===== src/rtl/prog_loader.sv =====
// -----------------------------------------------------------------------------
// prog_loader
//
// Byte-stream program loader for the instruction memory. A host link supplies
// a framed byte stream over a valid/ready handshake:
//
//   N (1..255 words, 0 = 256) | {LO, HI} x N | checksum
//
// Each LO/HI pair is packed into a 9-bit instruction word {HI[0], LO}. The
// word is written to consecutive instruction-memory addresses, starting at
// BASE_ADDR and wrapping modulo 256. The checksum byte must equal the XOR of
// every earlier byte in the frame, including N. Any HI byte with a non-zero
// value in bits [7:1] aborts the load before its word is written.
//
// The processor core is held (cpu_hold = 1) from reset until a load completes
// cleanly. Words written before a failure are not rolled back; cpu_hold stays
// high after an error, so the core never runs a partial image.
//
// Ports
//   clk       in   rising-edge clock for all logic
//   reset_n   in   synchronous active-low reset
//   start     in   begin a new load (honored only in IDLE, DONE or ERROR)
//   in_data   in   [7:0] stream byte
//   in_valid  in   in_data is valid
//   in_ready  out  loader accepts a byte; transfer = in_valid && in_ready
//   wr_en     out  one-cycle instruction-memory write strobe
//   wr_addr   out  [7:0] write address
//   wr_data   out  [8:0] write data (instruction word)
//   busy      out  a load is in progress
//   done      out  last load succeeded (sticky until the next start)
//   err       out  last load failed (sticky until the next start)
//   cpu_hold  out  keep the core halted with pc held at 0
//
// Every output is a flop. The output flops are loaded from a decode of the
// next state, so each output changes on the same edge as the state it
// describes.
// -----------------------------------------------------------------------------
module prog_loader #(
  parameter logic [7:0] BASE_ADDR = 8'd0
) (
  input  logic       clk,
  input  logic       reset_n,
  input  logic       start,
  input  logic [7:0] in_data,
  input  logic       in_valid,
  output logic       in_ready,
  output logic       wr_en,
  output logic [7:0] wr_addr,
  output logic [8:0] wr_data,
  output logic       busy,
  output logic       done,
  output logic       err,
  output logic       cpu_hold
);

  typedef enum logic [2:0] {
    S_IDLE,
    S_COUNT,
    S_LO,
    S_HI,
    S_WRITE,
    S_CHECK,
    S_DONE,
    S_ERROR
  } state_e;

  // ---------------------------------------------------------------------------
  // State and datapath registers
  // ---------------------------------------------------------------------------
  state_e      state_q,     state_d;
  logic [7:0]  addr_q,      addr_d;       // address of the next word to write
  logic [8:0]  remaining_q, remaining_d;  // words still to write (1..256)
  logic [7:0]  csum_q,      csum_d;       // running XOR of the frame bytes
  logic [7:0]  lo_q,        lo_d;         // low byte of the word being built
  logic [8:0]  wr_data_q,   wr_data_d;
  logic        wr_en_q,     wr_en_d;
  logic        in_ready_q,  in_ready_d;
  logic        busy_q,      busy_d;
  logic        done_q,      done_d;
  logic        err_q,       err_d;
  logic        cpu_hold_q,  cpu_hold_d;

  // A byte is consumed only when the host offers it and the loader is ready.
  // in_ready_q is a registered state decode, so this is never a combinational
  // path from in_valid back to in_ready.
  logic xfer;
  assign xfer = in_valid && in_ready_q;

  // ---------------------------------------------------------------------------
  // Next-state and datapath logic
  // ---------------------------------------------------------------------------
  always_comb begin
    // NOTE: every signal assigned here gets a default first, so no path through
    // the case statement can leave a value unassigned and infer a latch.
    state_d     = state_q;
    addr_d      = addr_q;
    remaining_d = remaining_q;
    csum_d      = csum_q;
    lo_d        = lo_q;
    wr_data_d   = wr_data_q;

    unique case (state_q)
      S_IDLE, S_DONE, S_ERROR: begin
        if (start) begin
          state_d     = S_COUNT;
          addr_d      = BASE_ADDR;
          remaining_d = 9'd0;
          csum_d      = 8'd0;
        end
      end

      S_COUNT: begin
        if (xfer) begin
          // A count byte of zero encodes a full 256-word image.
          remaining_d = (in_data == 8'd0) ? 9'd256 : {1'b0, in_data};
          csum_d      = csum_q ^ in_data;
          state_d     = S_LO;
        end
      end

      S_LO: begin
        if (xfer) begin
          lo_d    = in_data;
          csum_d  = csum_q ^ in_data;
          state_d = S_HI;
        end
      end

      S_HI: begin
        if (xfer) begin
          if (in_data[7:1] != 7'd0) begin
            // Malformed high byte: abort before anything reaches memory.
            state_d = S_ERROR;
          end else begin
            wr_data_d = {in_data[0], lo_q};
            csum_d    = csum_q ^ in_data;
            state_d   = S_WRITE;
          end
        end
      end

      S_WRITE: begin
        // The strobe for this word is already on the outputs during this
        // cycle; advance the address (8-bit wrap) for the next word.
        addr_d      = addr_q + 8'd1;
        remaining_d = remaining_q - 9'd1;
        state_d     = (remaining_q > 9'd1) ? S_LO : S_CHECK;
      end

      S_CHECK: begin
        if (xfer) begin
          state_d = (in_data == csum_q) ? S_DONE : S_ERROR;
        end
      end

      default: state_d = S_IDLE;
    endcase
  end

  // ---------------------------------------------------------------------------
  // Output decode of the next state
  // ---------------------------------------------------------------------------
  always_comb begin
    in_ready_d = (state_d == S_COUNT) || (state_d == S_LO) ||
                 (state_d == S_HI)    || (state_d == S_CHECK);
    busy_d     = (state_d == S_COUNT) || (state_d == S_LO)    ||
                 (state_d == S_HI)    || (state_d == S_WRITE) ||
                 (state_d == S_CHECK);
    wr_en_d    = (state_d == S_WRITE);
    done_d     = (state_d == S_DONE);
    err_d      = (state_d == S_ERROR);
    // The core is released only after a clean load; a new start re-arms it.
    cpu_hold_d = (state_d != S_DONE);
  end

  // ---------------------------------------------------------------------------
  // Registers
  // ---------------------------------------------------------------------------
  // Reset is synchronous. It also clears wr_en_q, so a reset taken on the edge
  // that would start a WRITE cycle prevents that write.
  always_ff @(posedge clk) begin
    // NOTE: sequential state uses non-blocking assignments only, so every
    // register samples the pre-edge values and the order of statements within
    // this block does not matter.
    if (!reset_n) begin
      state_q     <= S_IDLE;
      addr_q      <= BASE_ADDR;
      remaining_q <= 9'd0;
      csum_q      <= 8'd0;
      lo_q        <= 8'd0;
      wr_data_q   <= 9'd0;
      wr_en_q     <= 1'b0;
      in_ready_q  <= 1'b0;
      busy_q      <= 1'b0;
      done_q      <= 1'b0;
      err_q       <= 1'b0;
      cpu_hold_q  <= 1'b1;
    end else begin
      state_q     <= state_d;
      addr_q      <= addr_d;
      remaining_q <= remaining_d;
      csum_q      <= csum_d;
      lo_q        <= lo_d;
      wr_data_q   <= wr_data_d;
      wr_en_q     <= wr_en_d;
      in_ready_q  <= in_ready_d;
      busy_q      <= busy_d;
      done_q      <= done_d;
      err_q       <= err_d;
      cpu_hold_q  <= cpu_hold_d;
    end
  end

  // ---------------------------------------------------------------------------
  // Outputs
  // ---------------------------------------------------------------------------
  // addr_q advances only when WRITE ends, so it holds the write address for the
  // whole WRITE cycle.
  assign wr_addr  = addr_q;
  assign wr_data  = wr_data_q;
  assign wr_en    = wr_en_q;
  assign in_ready = in_ready_q;
  assign busy     = busy_q;
  assign done     = done_q;
  assign err      = err_q;
  assign cpu_hold = cpu_hold_q;

endmodule


===== config.mk =====
export PLATFORM = sky130hd
export DESIGN_NAME = prog_loader
export DESIGN_NICKNAME = d
export VERILOG_FILES = /design/src/rtl/prog_loader.sv
export SDC_FILE = /design/constraint.sdc
export NUM_CORES = 1
export LEC_CHECK = 0
export ABC_AREA = 1
export CAP_MARGIN = 20
export CORE_ASPECT_RATIO = 0.8
export CORE_MARGIN = 2
export CORE_UTILIZATION = 55
export DETAILED_ROUTE_END_ITERATION = 6
export PLACE_DENSITY = 0.77
export SLEW_MARGIN = 20
export SYNTH_ARGS = -nofsm -noshare
export SYNTH_HDL_FRONTEND = slang
export SYNTH_SLANG_ARGS = --single-unit

===== constraint.sdc =====
create_clock -name clk -period 4.2 [get_ports clk]
set_input_delay 0.84 -clock clk [delete_from_list [all_inputs] [get_ports clk]]
set_output_delay 0.84 -clock clk [all_outputs]
set_load 0.005 [all_outputs]

# Word-level counts from Yosys, hierarchy flattened
# Index checks and enable logic that the tools add are counted.
classes:
  add_sub_neg: 2
  n_lt_le_gt_ge: 1
  n_eq_ne: 21
  mux: 19
  bitwise_logic: 2
  reduce_logical: 19
ops:
  columns: ["cell", "n"]
  rows:
  - ["$mux W8", 4]
  - ["$mux W9", 3]
  - ["$pmux W9 S3", 1]
  - ["$eq A3 B3 Y1 const B", 8]
  - ["$pmux W8 S3", 1]
  - ["$mux W3", 6]
  - ["$pmux W3 S6", 1]
  - ["$pmux W8 S2", 1]
  - ["$eq A3 B2 Y1 const B", 4]
  - ["$gt A9 B1 Y1 const B", 1]
  - ["$sub A9 B1 Y9 const B", 1]
  - ["$add A8 B1 Y8 const B", 1]
  - ["$eq A8 B8 Y1", 1]
  - ["$logic_not A8 Y1", 1]
  - ["$ne A2 B2 Y1 const B", 4]
  - ["$xor A8 B8 Y8", 1]
  - ["$reduce_bool A7 Y1", 1]
  - ["$eq A3 B1 Y1 const B", 2]
  - ["$reduce_and A3 Y1", 2]
  - ["$reduce_bool A3 Y1", 2]
  - ["$logic_or A1 B1 Y1", 5]
  - ["$reduce_and A5 Y1", 1]
  - ["$reduce_and A2 Y1", 2]
  - ["$logic_not A3 Y1", 1]
  - ["other kinds (9)", 9]
totals:
  regBits: 51
  in_bits: 12
  output_inout_bits: 23
  wordCells: 76

# Depth between registers and ports, before layout
# Gate-level depths: netlist of the first run.
logic_depth:
  word_depth: 9
  mapped_depth: 12
  mapped_depth_nobuf: 12

# Least setup slack after synthesis of the first run
# OpenSTA, ideal clock, no wires.
synth_timing:
  kind: "input-to-reg"
  start: "input in_data[4]"
  end: "register busy_q (netlist: busy)"
  setup_ns: 0.109
  t_arrival_ns: 1.769
  required_time_ns: 4.091
  slack_ns: 2.323
  path_stages: 12
  n_path_buf: 0
  path_cell_list: "inv_1 -> nand2_1 -> nor2_1 -> nand2_1 -> nand2_1 -> nand2_1 -> nand2_1 -> nand3_2 -> inv_2 -> nand3_1 -> nand2_1 -> inv_1"
synth_between:
  elab_chain_cells: 9
  word_cells_on_any_way: 16
  cone_classes: "eq/ne (6); mux (5); reduce/logical (5)"
synth_rtl:
  columns: ["element", "line", "text"]
  rows:
  - ["start: declaration", "44", "input logic [7:0] in_data,"]
  - ["$eq A8 B8 Y1 / $reduce_bool A7 Y1 (equally long branches)", "152, 131", null]
  - ["$mux W1 / $mux W2 (equally long branches)", "152, 131", null]
  - ["$mux W3, on equally long branches", "151, 130", null]
  - ["$pmux W3 S6 (*)", "102", "unique case (state_q)"]
  - ["$eq A3 B1 Y1 / $eq A3 B2 Y1 (equally long branches)", "166", "busy_d = (state_d == S_COUNT) || (state_d == S_LO) ||"]
  - ["$logic_or A1 B1 Y1 (2 in series)", "166", null]
  - ["$logic_or A1 B1 Y1", "167", "(state_d == S_HI) || (state_d == S_WRITE) ||"]
  - ["$logic_or A1 B1 Y1 (*)", "167", null]
  - ["end signal: assignment", "207", "busy_q <= busy_d;"]
  - ["end: declaration", "78", "logic busy_q, busy_d;"]
# Mark *: on every way between the ends. The rest lies on a longest branch, timed or not.
# A chain may end at the register's enable or synchronous reset.

# Final worst setup path of the first run
layout_timing:
  start: "input in_valid"
  end: "register remaining_q[5]"
layout_between:
  elab_chain_cells: 3
layout_rtl:
  columns: ["element", "line", "text"]
  rows:
  - ["start: declaration", "45", "input logic in_valid,"]
  - ["$logic_and A1 B1 Y1", "87", "assign xfer = in_valid && in_ready_q;"]
  - ["$ne A2 B2 Y1 (no line)", null, null]
  - ["$reduce_and A3 Y1 (no line)", null, null]
  - ["end signal: assignment", "201", "remaining_q <= remaining_d;"]
  - ["end: declaration", "72", "logic [8:0] remaining_q, remaining_d;"]
# No other way between the ends.

==> impl_metrics.sql, run 1 <==
INSERT INTO impl_metrics (metric_group, metric, value, unit) VALUES
('sta', 'max_freq', '415', 'MHz'),
('critical_path', 'worst_r2r_path_depth', '7', ''),
('layout', 'final_cell_count_no_fill', '451', ''),
('critical_path', 'cp-start-kind', 'input port', ''),
('sta', 'skew', '0.00768', 'ns'),
('detailed_routing', 'drt_first_iter_violations', '188', ''),
('placement', 'final_weighted_congestion_in_routability_driven_placement', '0.885', ''),
('sta', 'finalHoldWorstSlack', '0.445', 'ns'),
('run_status', 'status', 'finished, final reports clean', ''),
('critical_path', 'worst_path_max_delay_cell', 'clkdlybuf4s50_1', ''),
('global_routing', 'track_usage', '23.2', '%'),
('global_routing', 'vias_in_the_first_global_route', '2056', ''),
('global_routing', 'maximum_number_of_pins_on_one_net_before_global_route_repair', '20', ''),
('job', 'maxCapViolations', '0', ''),
('yosys', 'synth.cells.most_frequent', '64 x nand2_1, 51 x dfxtp_1, 50 x inv_1', ''),
('detailed_routing', 'detail_routed_net_length_per_standard_cell', '12.2', 'um'),
('layout', 'final_layout_size_suffix_gt1_share', '10.2', '%'),
('layout', 'final_core_util', '67.3', '%'),
('critical_path', 'crit_path_max_fanout', '11', ''),
('clock_network', 'clock_insertion_delay_worst_skew', '0.31', 'ns'),
('critical_path', 'regToRegSetupSlack', '2.26', 'ns'),
('placement', 'hpwlAfterDp', '4050', 'um'),
('detailed_routing', 'drt_pre_antenna_iters', '4', ''),
('yosys', 'synth_largest_area_cell', 'dfxtp_1', ''),
('clock_network', 'cts_buffers', '5', ''),
('yosys', 'most_frequently_used_cell_type_in_the_post_synthesis_netlist', 'nand2_1', ''),
('yosys', 'avgSynthCellArea', '7.14', 'sq um'),
('sta', 'setup-violations-final', '0', ''),
('yosys', 'synth.lib_cells_used.distinct', '34', ''),
('floorplanning', 'die_h', '64.9', 'um'),
('yosys', 'synth_nets', '372', ''),
('sta', 'slew_violations', '0', ''),
('floorplanning', 'initial_core_util', '56.5', '%'),
('yosys', 'post_synth_main_area_contributors', 'dfxtp_1 40%, nand2_1 9.4%, a21oi_1 8.2%, inv_1 7.4%, o21ai_0 6.5%', ''),
('sta', 'final.period_utilization', '57.4', '%'),
('yosys', 'synth-async-reset-ratio', '0', '%'),
('layout', 'n_fill_cell', '429', ''),
('yosys', 'synthesis.instances', '357', ''),
('global_routing', 'antenna_found_initial', '0', ''),
('global_routing', 'grt_first_pass_wirelength', '9400', 'um'),
('critical_path', 'worst-path-buf-inv', '3', ''),
('global_routing', 'grt.overflow.total', '0', ''),
('sta', 'postLayoutSetupSlackWorst', '1.79', 'ns'),
('critical_path', 'worst_path_largest_cell_delay', '0.45', 'ns'),
('floorplanning', 'die_x', '80.1', 'um'),
('detailed_routing', 'detailroute.via_count', '2357', ''),
('yosys', 'synth_edf_count', '0', ''),
('critical_path', 'critical_path_required', '4.41', 'ns'),
('clock_network', 'clock-sinks', '51', ''),
('yosys', 'yosys_warnings', '0', ''),
('placement', 'port_buffers', '34', ''),
('floorplanning', 'rows', '22', ''),
('floorplanning', 'core-area', '4510', 'sq um'),
('clock_network', 'cts.clk_slew.worst_paths', '0.10', 'ns'),
('sta', 'fin_setup_tns', '0', 'ns'),
('clock_network', 'cts.repair_timing.setup_buffer_count', '0', ''),
('layout', 'antennaDiodeCount', '0', ''),
('critical_path', 'worstSetupEndpoint', 'remaining_q[5]$_SDFFE_PN0P_', ''),
('detailed_routing', 'drc_errors', '0', ''),
('clock_network', 'cts-resized-gates', '0', ''),
('critical_path', 'launch_point_of_the_worst_path', 'in_valid', ''),
('worst_hold_path', 'hold_class', 'reg2reg', ''),
('sta', 'unrepaired_setup_endpoints_after_global_routing', 'false', ''),
('floorplanning', 'dieArea', '5200', 'sq um'),
('layout', 'flow.area_growth_from_synthesis', '19.2', '%'),
('floorplanning', 'pin_count', '35', ''),
('critical_path', 'timing.critical_path.cells', 'clkdlybuf4s50_1 > nand2_1 > inv_1 > nand2_2 > a21oi_2 > inv_1 > a21oi_1 > a21oi_1', ''),
('power', 'power_leakage', '1.28', 'nW'),
('clock_network', 'cts_tree', 'done', ''),
('power', 'vdd_ir_drop_max', '428', 'uV'),
('clock_network', 'clock-root-buffer', 'clkbuf_8', '');
area by class of cell:
type	instances	area (sq um)	share of cell area [%]
repair buffers	35	348	11.4
inverters	58	219	7.21
flip-flops and latches	51	1020	33.6
multi-input cells	239	1260	41.4
clock inverters	2	35.0	1.15
clock buffers	6	82.6	2.72
well taps	60	75.1	2.47
registers in the layout (all words and copies together) (netlist names):
signal / cells
wr_data: 9
wr_en: 1
err: 1
done: 1
remaining_q: 9
busy: 1
wr_addr: 8
lo_q: 8
in_ready: 1
csum_q: 8
state_q: 3
cpu_hold: 1
worst min-delay path, delay by kind of cell, from the launching register on:
kind	cells	cell delay, ns
flip-flops	1	0.32
AO/OA/AOI/OAI	1	0.05
buffers and inverters	1	0.04
cells in the final DEF, fill, tap and decap left out, types with 4 or more instances in the layout:
cell / Yosys / final
nand2_1: 64 / 64
dfxtp_1: 51 / 51
inv_1: 50 / 50
a21oi_1: 42 / 42
nor2_1: 36 / 36
clkdlybuf4s50_1: 0 / 34
o21ai_0: 33 / 33
nand3_1: 8 / 8
inv_2: 7 / 7
o21ai_1: 7 / 7
nand2_2: 6 / 6
clkbuf_8: 0 / 6
nor2_4: 5 / 5
a211oi_1: 4 / 4
nor3_1: 4 / 4
layer usage:
layer  GRT usage [%]  vias up  routed length [um]
li1                -     1222                   -
met1            32.8     1074                2710
met2            35.4       55                2370
met5               0        -                   0
met4            5.72        0                  51
met3            5.85        6                 373
cell families after synthesis:
logic type | share of synthesized area (%)
flip-flops | 40.1
buffers and inverters | 10.6
AND/OR/NAND/NOR | 24.8
adder cells (fa/ha/maj) | 1.47
XOR/XNOR | 1.03
AO/OA/AOI/OAI | 22.0
report_power, final:
part           switching (mW)  internal [mW]  leakage (nW)
logic                   0.466          0.240         0.805
clock network           0.167          0.193        0.0612
registers              0.0666          0.564         0.415
stage by stage:
| step | power [mW] | instance area [sq um] |
|---|---|---|
| floorplan | 1.20 | 2550 |
| global placement | 1.32 | 2920 |
| detailed placement | 1.33 | 2920 |
| CTS | 1.69 | 3040 |
| global route | 1.82 | 3040 |
| finish | 1.70 | 3040 |
worst min path at each step:
stage / start / depth (start not counted) / endpoint / slack [ns]
floorplan: wr_data[0]$_SDFFE_PN0P_ / 2 / wr_data[0]$_SDFFE_PN0P_ / 0.44
global placement: wr_data[3]$_SDFFE_PN0P_ / 2 / wr_data[3]$_SDFFE_PN0P_ / 0.43
detailed placement: wr_data[6]$_SDFFE_PN0P_ / 2 / wr_data[6]$_SDFFE_PN0P_ / 0.44
CTS: wr_data[6]$_SDFFE_PN0P_ / 2 / wr_data[6]$_SDFFE_PN0P_ / 0.45
global route: wr_data[7]$_SDFFE_PN0P_ / 2 / wr_data[7]$_SDFFE_PN0P_ / 0.48
finish: wr_data[6]$_SDFFE_PN0P_ / 2 / wr_data[6]$_SDFFE_PN0P_ / 0.45
(Power assumes the default switching activity.)
==> run 2, diff against run 1 <==
Settings changed: CORE_UTILIZATION 55 to 54, PLACE_DENSITY 0.77 to 0.76.
Clock period 4.2 ns to 2.3 ns, I/O delays scaled along.
==> run 2 against run 1 <==
Global-route usage fell by 1.5 points; die area grew 1.7%; hold slack better by 0.0019 ns; final area increased by 1.2%; cell count increased by 1.1%; combinational power rose by 86%; wire length down 2.4%; highest routed layer unchanged.
==> impl_metrics.sql, run 2 (synthesis results as in run 1) <==
INSERT INTO impl_metrics (metric_group, metric, value, unit) VALUES
('placement', 'dp_worst_setup_slack', '0.158', 'ns'),
('critical_path', 'worst_ep_arrival_time', '2.04', 'ns'),
('floorplanning', 'pin_count', '35', ''),
('detailed_routing', 'viasPerCell', '5.05', ''),
('global_routing', 'grt.overflow.total', '0', ''),
('floorplanning', 'core-area', '4570', 'sq um'),
('sta', 'fin_setup_tns', '0', 'ns'),
('floorplanning', 'dieArea', '5290', 'sq um'),
('sta', 'final.period_utilization', '80.0', '%'),
('clock_network', 'clock_insertion_delay_worst_skew', '0.31', 'ns'),
('detailed_routing', 'drc_errors', '0', ''),
('clock_network', 'cts.repair_timing.setup_buffer_count', '0', ''),
('power', 'power_leakage', '1.30', 'nW'),
('sta', 'period_minus_ws_final', '1.84', 'ns'),
('detailed_routing', 'drt_first_iter_violations', '155', ''),
('floorplanning', 'die_x', '80.8', 'um'),
('critical_path', 'r2r-start', 'state_q[1]$_SDFF_PN0_', ''),
('sta', 'skew', '0.00577', 'ns'),
('sta', 'worstMarginPinSlew', '0.563', 'ns'),
('critical_path', 'timing.critical_path.cells', 'clkdlybuf4s50_1 > inv_1 > nand2_1 > nor2_1 > nand2_1 > nand2_1 > nand2_2 > inv_1 > o21ai_0 > o211a_1', ''),
('global_routing', 'vias_in_the_first_global_route', '1987', ''),
('layout', 'final_layout_size_suffix_gt1_share', '11.4', '%'),
('detailed_routing', 'drt_pre_antenna_iters', '4', ''),
('run_status', 'status', 'finished, final reports clean', ''),
('layout', 'antennaDiodeCount', '0', ''),
('layout', 'flow.area_growth_from_synthesis', '20.6', '%'),
('clock_network', 'clock-sinks', '51', ''),
('clock_network', 'cts_buffers', '5', ''),
('power', 'power.density', '1010', 'nW/um^2'),
('global_routing', 'antenna_found_initial', '0', ''),
('critical_path', 'regToRegSetupSlack', '0.54', 'ns'),
('placement', 'hpwlAfterDp', '3910', 'um'),
('clock_network', 'clock-root-buffer', 'clkbuf_8', ''),
('layout', 'mostFrequentLayoutCells', '64 x nand2_1, 51 x dfxtp_1, 50 x inv_1, 42 x a21oi_1, 36 x nor2_1', ''),
('clock_network', 'post_cts_hold_buffer_count', '0', ''),
('sta', 'setup-violations-final', '0', ''),
('floorplanning', 'rows', '22', ''),
('clock_network', 'cts_htree_levels', '2', ''),
('detailed_routing', 'drt_wl_total', '5380', 'um'),
('sta', 'slew_violations', '0', ''),
('layout', 'finish.net_count', '410', ''),
('floorplanning', 'initial_core_util', '55.8', '%'),
('placement', 'final_weighted_congestion_in_routability_driven_placement', '0.867', ''),
('detailed_routing', 'detail_routed_net_length_per_standard_cell', '11.8', 'um'),
('job', 'maxCapViolations', '0', ''),
('sta', 'max_freq', '543', 'MHz'),
('layout', 'post_layout_inst_area', '3070', 'sq um'),
('critical_path', 'r2r_end', 'wr_addr[6]$_SDFFE_PN0P_', ''),
('clock_network', 'cts_tree', 'done', ''),
('global_routing', 'track_usage', '21.7', '%'),
('placement', 'place_area', '2960', 'sq um'),
('layout', 'layout.cells.most_common', 'nand2_1', ''),
('sta', 'postLayoutSetupSlackWorst', '0.460', 'ns'),
('clock_network', 'cts-resized-gates', '0', ''),
('critical_path', 'critical_path_required', '2.50', 'ns'),
('floorplanning', 'die_h', '65.4', 'um'),
('critical_path', 'crit_type', 'in2reg', ''),
('critical_path', 'worst_path_max_delay_cell', 'clkdlybuf4s50_1', ''),
('critical_path', 'worstSetupEndpoint', 'csum_q[0]$_SDFFE_PN0P_', ''),
('global_routing', 'grt_first_pass_wirelength', '8980', 'um'),
('critical_path', 'type_of_element_capturing_the_critical_path', 'flop', ''),
('critical_path', 'crit_path_max_fanout', '13', ''),
('detailed_routing', 'detailroute.via_count', '2301', ''),
('clock_network', 'clockBufferDepth', '2', ''),
('worst_hold_path', 'hold_class', 'reg2reg', ''),
('critical_path', 'cp_common_cell', 'nand2_1', ''),
('critical_path', 'launch_point_of_the_worst_path', 'in_data[4]', ''),
('detailed_routing', 'postRouteAntennaNets', '0', ''),
('sta', 'finalHoldViolCount', '0', ''),
('power', 'vdd_ir_drop_max', '788', 'uV'),
('critical_path', 'cp-start-kind', 'input port', ''),
('critical_path', 'worst_path_largest_cell_delay', '0.42', 'ns'),
('clock_network', 'cts.clk_slew.worst_paths', '0.10', 'ns'),
('layout', 'final_core_util', '67.3', '%'),
('sta', 'unrepaired_setup_endpoints_after_global_routing', 'false', ''),
('placement', 'port_buffers', '34', ''),
('global_routing', 'maximum_number_of_pins_on_one_net_before_global_route_repair', '24', ''),
('sta', 'relSlewSlack', '62.2', '%'),
('critical_path', 'worst_r2r_path_depth', '7', '');
==> run 2: worst max-delay path: cells and delay by family <==
family                 cells  cell delay, ns
buffers and inverters      3            0.70
and+or+nand+nor            5            0.66
AOI/OAI and AO/OA          2            0.22
==> run 2: stage by stage <==
stage	cells	hold slack, ns	total power [mW]
global route	456	0.476	3.33
finish	456	0.447	3.10
CTS	456	0.448	3.10
detailed placement	448	0.434	2.46
floorplan	357	0.440	2.19
global placement	448	0.431	2.44
==> run 2: area by class of cell <==
type	instances	area, sq um
fillers	445	1500
inverters	58	219
flip-flops and latches	51	1020
clock buffers	5	68.8
clock inverters	3	46.3
repair buffers	40	385
well taps	60	75.1
multi-input cells	239	1260
==> run 2: routing by layer <==
layer | GRT usage, % | vias to the layer above | wire length (um)
met5 | 0 | - | 0
met4 | 4.45 | 0 | 34
met3 | 4.95 | 4 | 219
met2 | 31.7 | 44 | 2250
met1 | 32.5 | 1016 | 2870
li1 | - | 1237 | -
==> run 2: worst min path at each step <==
stage / start / to / slack, ns / cells past startpoint
3_3_place_gp: wr_data[6]$_SDFFE_PN0P_ / wr_data[6]$_SDFFE_PN0P_ / 0.43 / 2
4_1_cts: wr_data[5]$_SDFFE_PN0P_ / wr_data[5]$_SDFFE_PN0P_ / 0.45 / 2
6_report: wr_data[1]$_SDFFE_PN0P_ / wr_data[1]$_SDFFE_PN0P_ / 0.45 / 2
5_1_grt: wr_data[6]$_SDFFE_PN0P_ / wr_data[6]$_SDFFE_PN0P_ / 0.48 / 2
3_5_place_dp: wr_data[5]$_SDFFE_PN0P_ / wr_data[5]$_SDFFE_PN0P_ / 0.43 / 2
2_1_floorplan: wr_data[0]$_SDFFE_PN0P_ / wr_data[0]$_SDFFE_PN0P_ / 0.44 / 2
==> run 2: where the power goes <==
part	internal [mW]	switching (mW)	total, mW
combinational	0.457	0.857	1.31
clock	0.328	0.310	0.638
sequential	1.03	0.116	1.15
==> run 3, diff against run 2 <==
Settings changed: CORE_UTILIZATION 54 to 49, PLACE_DENSITY 0.76 to 0.72.
Clock period 2.3 ns to 1.6 ns, I/O delays scaled along.
==> run 3 against run 2 <==
Register-to-register slack worse by 0.50 ns; final area grew 16%; worst setup slack got worse by 0.42 ns; critical path depth is 2 higher.
==> impl_metrics.sql, run 3 (synthesis results as in run 1) <==
INSERT INTO impl_metrics (metric_group, metric, value, unit) VALUES
('floorplanning', 'rows', '23', ''),
('floorplanning', 'initial_core_util', '50.9', '%'),
('sta', 'finalHoldWorstSlack', '0.382', 'ns'),
('sta', 'fin_setup_tns', '0', 'ns'),
('sta', 'finalHoldViolCount', '0', ''),
('sta', 'relSlewSlack', '65.1', '%'),
('placement', 'hpwlAfterDp', '4700', 'um'),
('sta', 'unrepaired_setup_endpoints_after_global_routing', 'true', ''),
('detailed_routing', 'drt_first_iter_violations', '124', ''),
('critical_path', 'crit_path_max_fanout', '5', ''),
('layout', 'final_layout_size_suffix_gt1_share', '30.0', '%'),
('detailed_routing', 'postRouteAntennaNets', '0', ''),
('sta', 'period_minus_ws_final', '1.56', 'ns'),
('critical_path', 'crit_type', 'reg2reg', ''),
('layout', 'mostFrequentLayoutCells', '54 x nand2_1, 51 x buf_4, 42 x a21oi_1, 41 x inv_1, 40 x dfxtp_1', ''),
('critical_path', 'cp-start-kind', 'flop', ''),
('clock_network', 'clock-root-buffer', 'clkbuf_8', ''),
('run_status', 'status', 'finished, final reports clean', ''),
('sta', 'worstMarginPinSlew', '0.523', 'ns'),
('job', 'maxCapViolations', '0', ''),
('global_routing', 'grt_first_pass_wirelength', '10200', 'um'),
('clock_network', 'post_cts_hold_buffer_count', '0', ''),
('clock_network', 'clock-sinks', '51', ''),
('sta', 'slew_violations', '0', ''),
('worst_hold_path', 'hold_class', 'in2reg', ''),
('placement', 'port_buffers', '34', ''),
('detailed_routing', 'drt_wl_total', '6290', 'um'),
('power', 'power_leakage', '1.61', 'nW'),
('sta', 'max_freq', '642', 'MHz'),
('layout', 'flow.area_growth_from_synthesis', '40.1', '%'),
('detailed_routing', 'drc_errors', '0', ''),
('layout', 'layout.cells.most_common', 'nand2_1', ''),
('placement', 'final_weighted_congestion_in_routability_driven_placement', '0.891', ''),
('detailed_routing', 'detail_routed_net_length_per_standard_cell', '12.4', 'um'),
('placement', 'place_area', '3290', 'sq um'),
('sta', 'final.period_utilization', '97.4', '%'),
('layout', 'antennaDiodeCount', '0', ''),
('clock_network', 'cts.clk_slew.worst_paths', '0.09', 'ns'),
('power', 'power.density', '1410', 'nW/um^2'),
('sta', 'skew', '0.00774', 'ns'),
('global_routing', 'track_usage', '22.4', '%'),
('floorplanning', 'die_h', '68.5', 'um'),
('layout', 'finish.net_count', '458', ''),
('critical_path', 'type_of_element_capturing_the_critical_path', 'flop', ''),
('layout', 'post_layout_inst_area', '3570', 'sq um'),
('sta', 'setup-violations-final', '0', ''),
('global_routing', 'maximum_number_of_pins_on_one_net_before_global_route_repair', '25', ''),
('global_routing', 'antenna_found_initial', '0', ''),
('detailed_routing', 'detailroute.via_count', '2562', ''),
('detailed_routing', 'drt_pre_antenna_iters', '4', ''),
('global_routing', 'vias_in_the_first_global_route', '2342', ''),
('power', 'vdd_ir_drop_max', '883', 'uV'),
('floorplanning', 'die_x', '84.6', 'um'),
('clock_network', 'cts_tree', 'done', ''),
('critical_path', 'worst_ep_arrival_time', '1.76', 'ns'),
('clock_network', 'cts_buffers', '5', ''),
('clock_network', 'cts_htree_levels', '2', ''),
('floorplanning', 'pin_count', '35', ''),
('floorplanning', 'core-area', '5010', 'sq um'),
('global_routing', 'grt.overflow.total', '0', ''),
('critical_path', 'critical_path_required', '1.81', 'ns'),
('detailed_routing', 'viasPerCell', '5.07', ''),
('clock_network', 'clock_insertion_delay_worst_skew', '0.31', 'ns'),
('clock_network', 'clockBufferDepth', '2', ''),
('floorplanning', 'dieArea', '5800', 'sq um');
[run 3: critical path, cell delays in order, from the launching register on]
cell and delay (ns):
dfxtp_2 0.34, inv_2 0.07, nand2_4 0.06, buf_4 0.14
nor2_4 0.15, nand2_2 0.10, nand2_1 0.08, nand2_1 0.07
nand3_2 0.12, inv_2 0.06, buf_4 0.14, nor2_4 0.10
inv_2 0.03
[run 3: power by group]
group	switching [mW]	internal, mW
sequential	0.196	1.50
clock	0.399	0.340
combinational	1.49	1.12
total	2.08	2.96
[run 3: metrics by stage]
step / setup WS [ns] / power [mW] / cells / util, %
CTS: 0.00353 / 4.71 / 499 / 67.7
detailed placement: -0.352 / 3.95 / 491 / 65.8
global placement: -0.343 / 3.90 / 491 / 65.8
floorplan: 0.207 / 3.14 / 357 / -
finish: 0.0419 / 5.04 / 505 / 71.3
global route: -0.0532 / 5.44 / 505 / 71.3
[run 3: per-layer routing]
metal / up-vias / share of wire, % / GRT usage [%]
met5: - / 0 / 0
met1: 1165 / 46 / 28.6
met4: 0 / 1.6 / 8.93
met3: 10 / 4.8 / 4.76
li1: 1328 / - / -
met2: 59 / 47 / 37.9
[run 3: worst paths after layout]
check | startpoint | to | slack (ns) | cells after the start
min | in_data[7] | lo_q[7]$_SDFFE_PN0P_ | 0.38 | 4
max reg2reg | state_q[2]$_SDFF_PN0_ | cpu_hold$_SDFF_PN1_ | 0.04 | 12
min reg2reg | wr_data[7]$_SDFFE_PN0P_ | wr_data[7]$_SDFFE_PN0P_ | 0.44 | 2
max | state_q[2]$_SDFF_PN0_ | cpu_hold$_SDFF_PN1_ | 0.04 | 12
[run 3: final cells by class]
| type | instances | area, sq um |
|---|---|---|
| inverters | 58 | 223 |
| repair buffers | 88 | 791 |
| clock buffers | 6 | 82.6 |
| fillers | 400 | 1440 |
| clock inverters | 1 | 5.00 |
| multi-input cells | 239 | 1360 |
| well taps | 62 | 77.6 |
| flip-flops and latches | 51 | 1040 |
[run 3: timing repair]
item / 4_1_cts / 5_1_grt
pin swaps: 1 / 20
gates resized for setup: 4 / 57
buffers inserted: 1 / 6
endpoints found under the hold margin: 0 / 0
setup endpoints to repair: 7 / 46
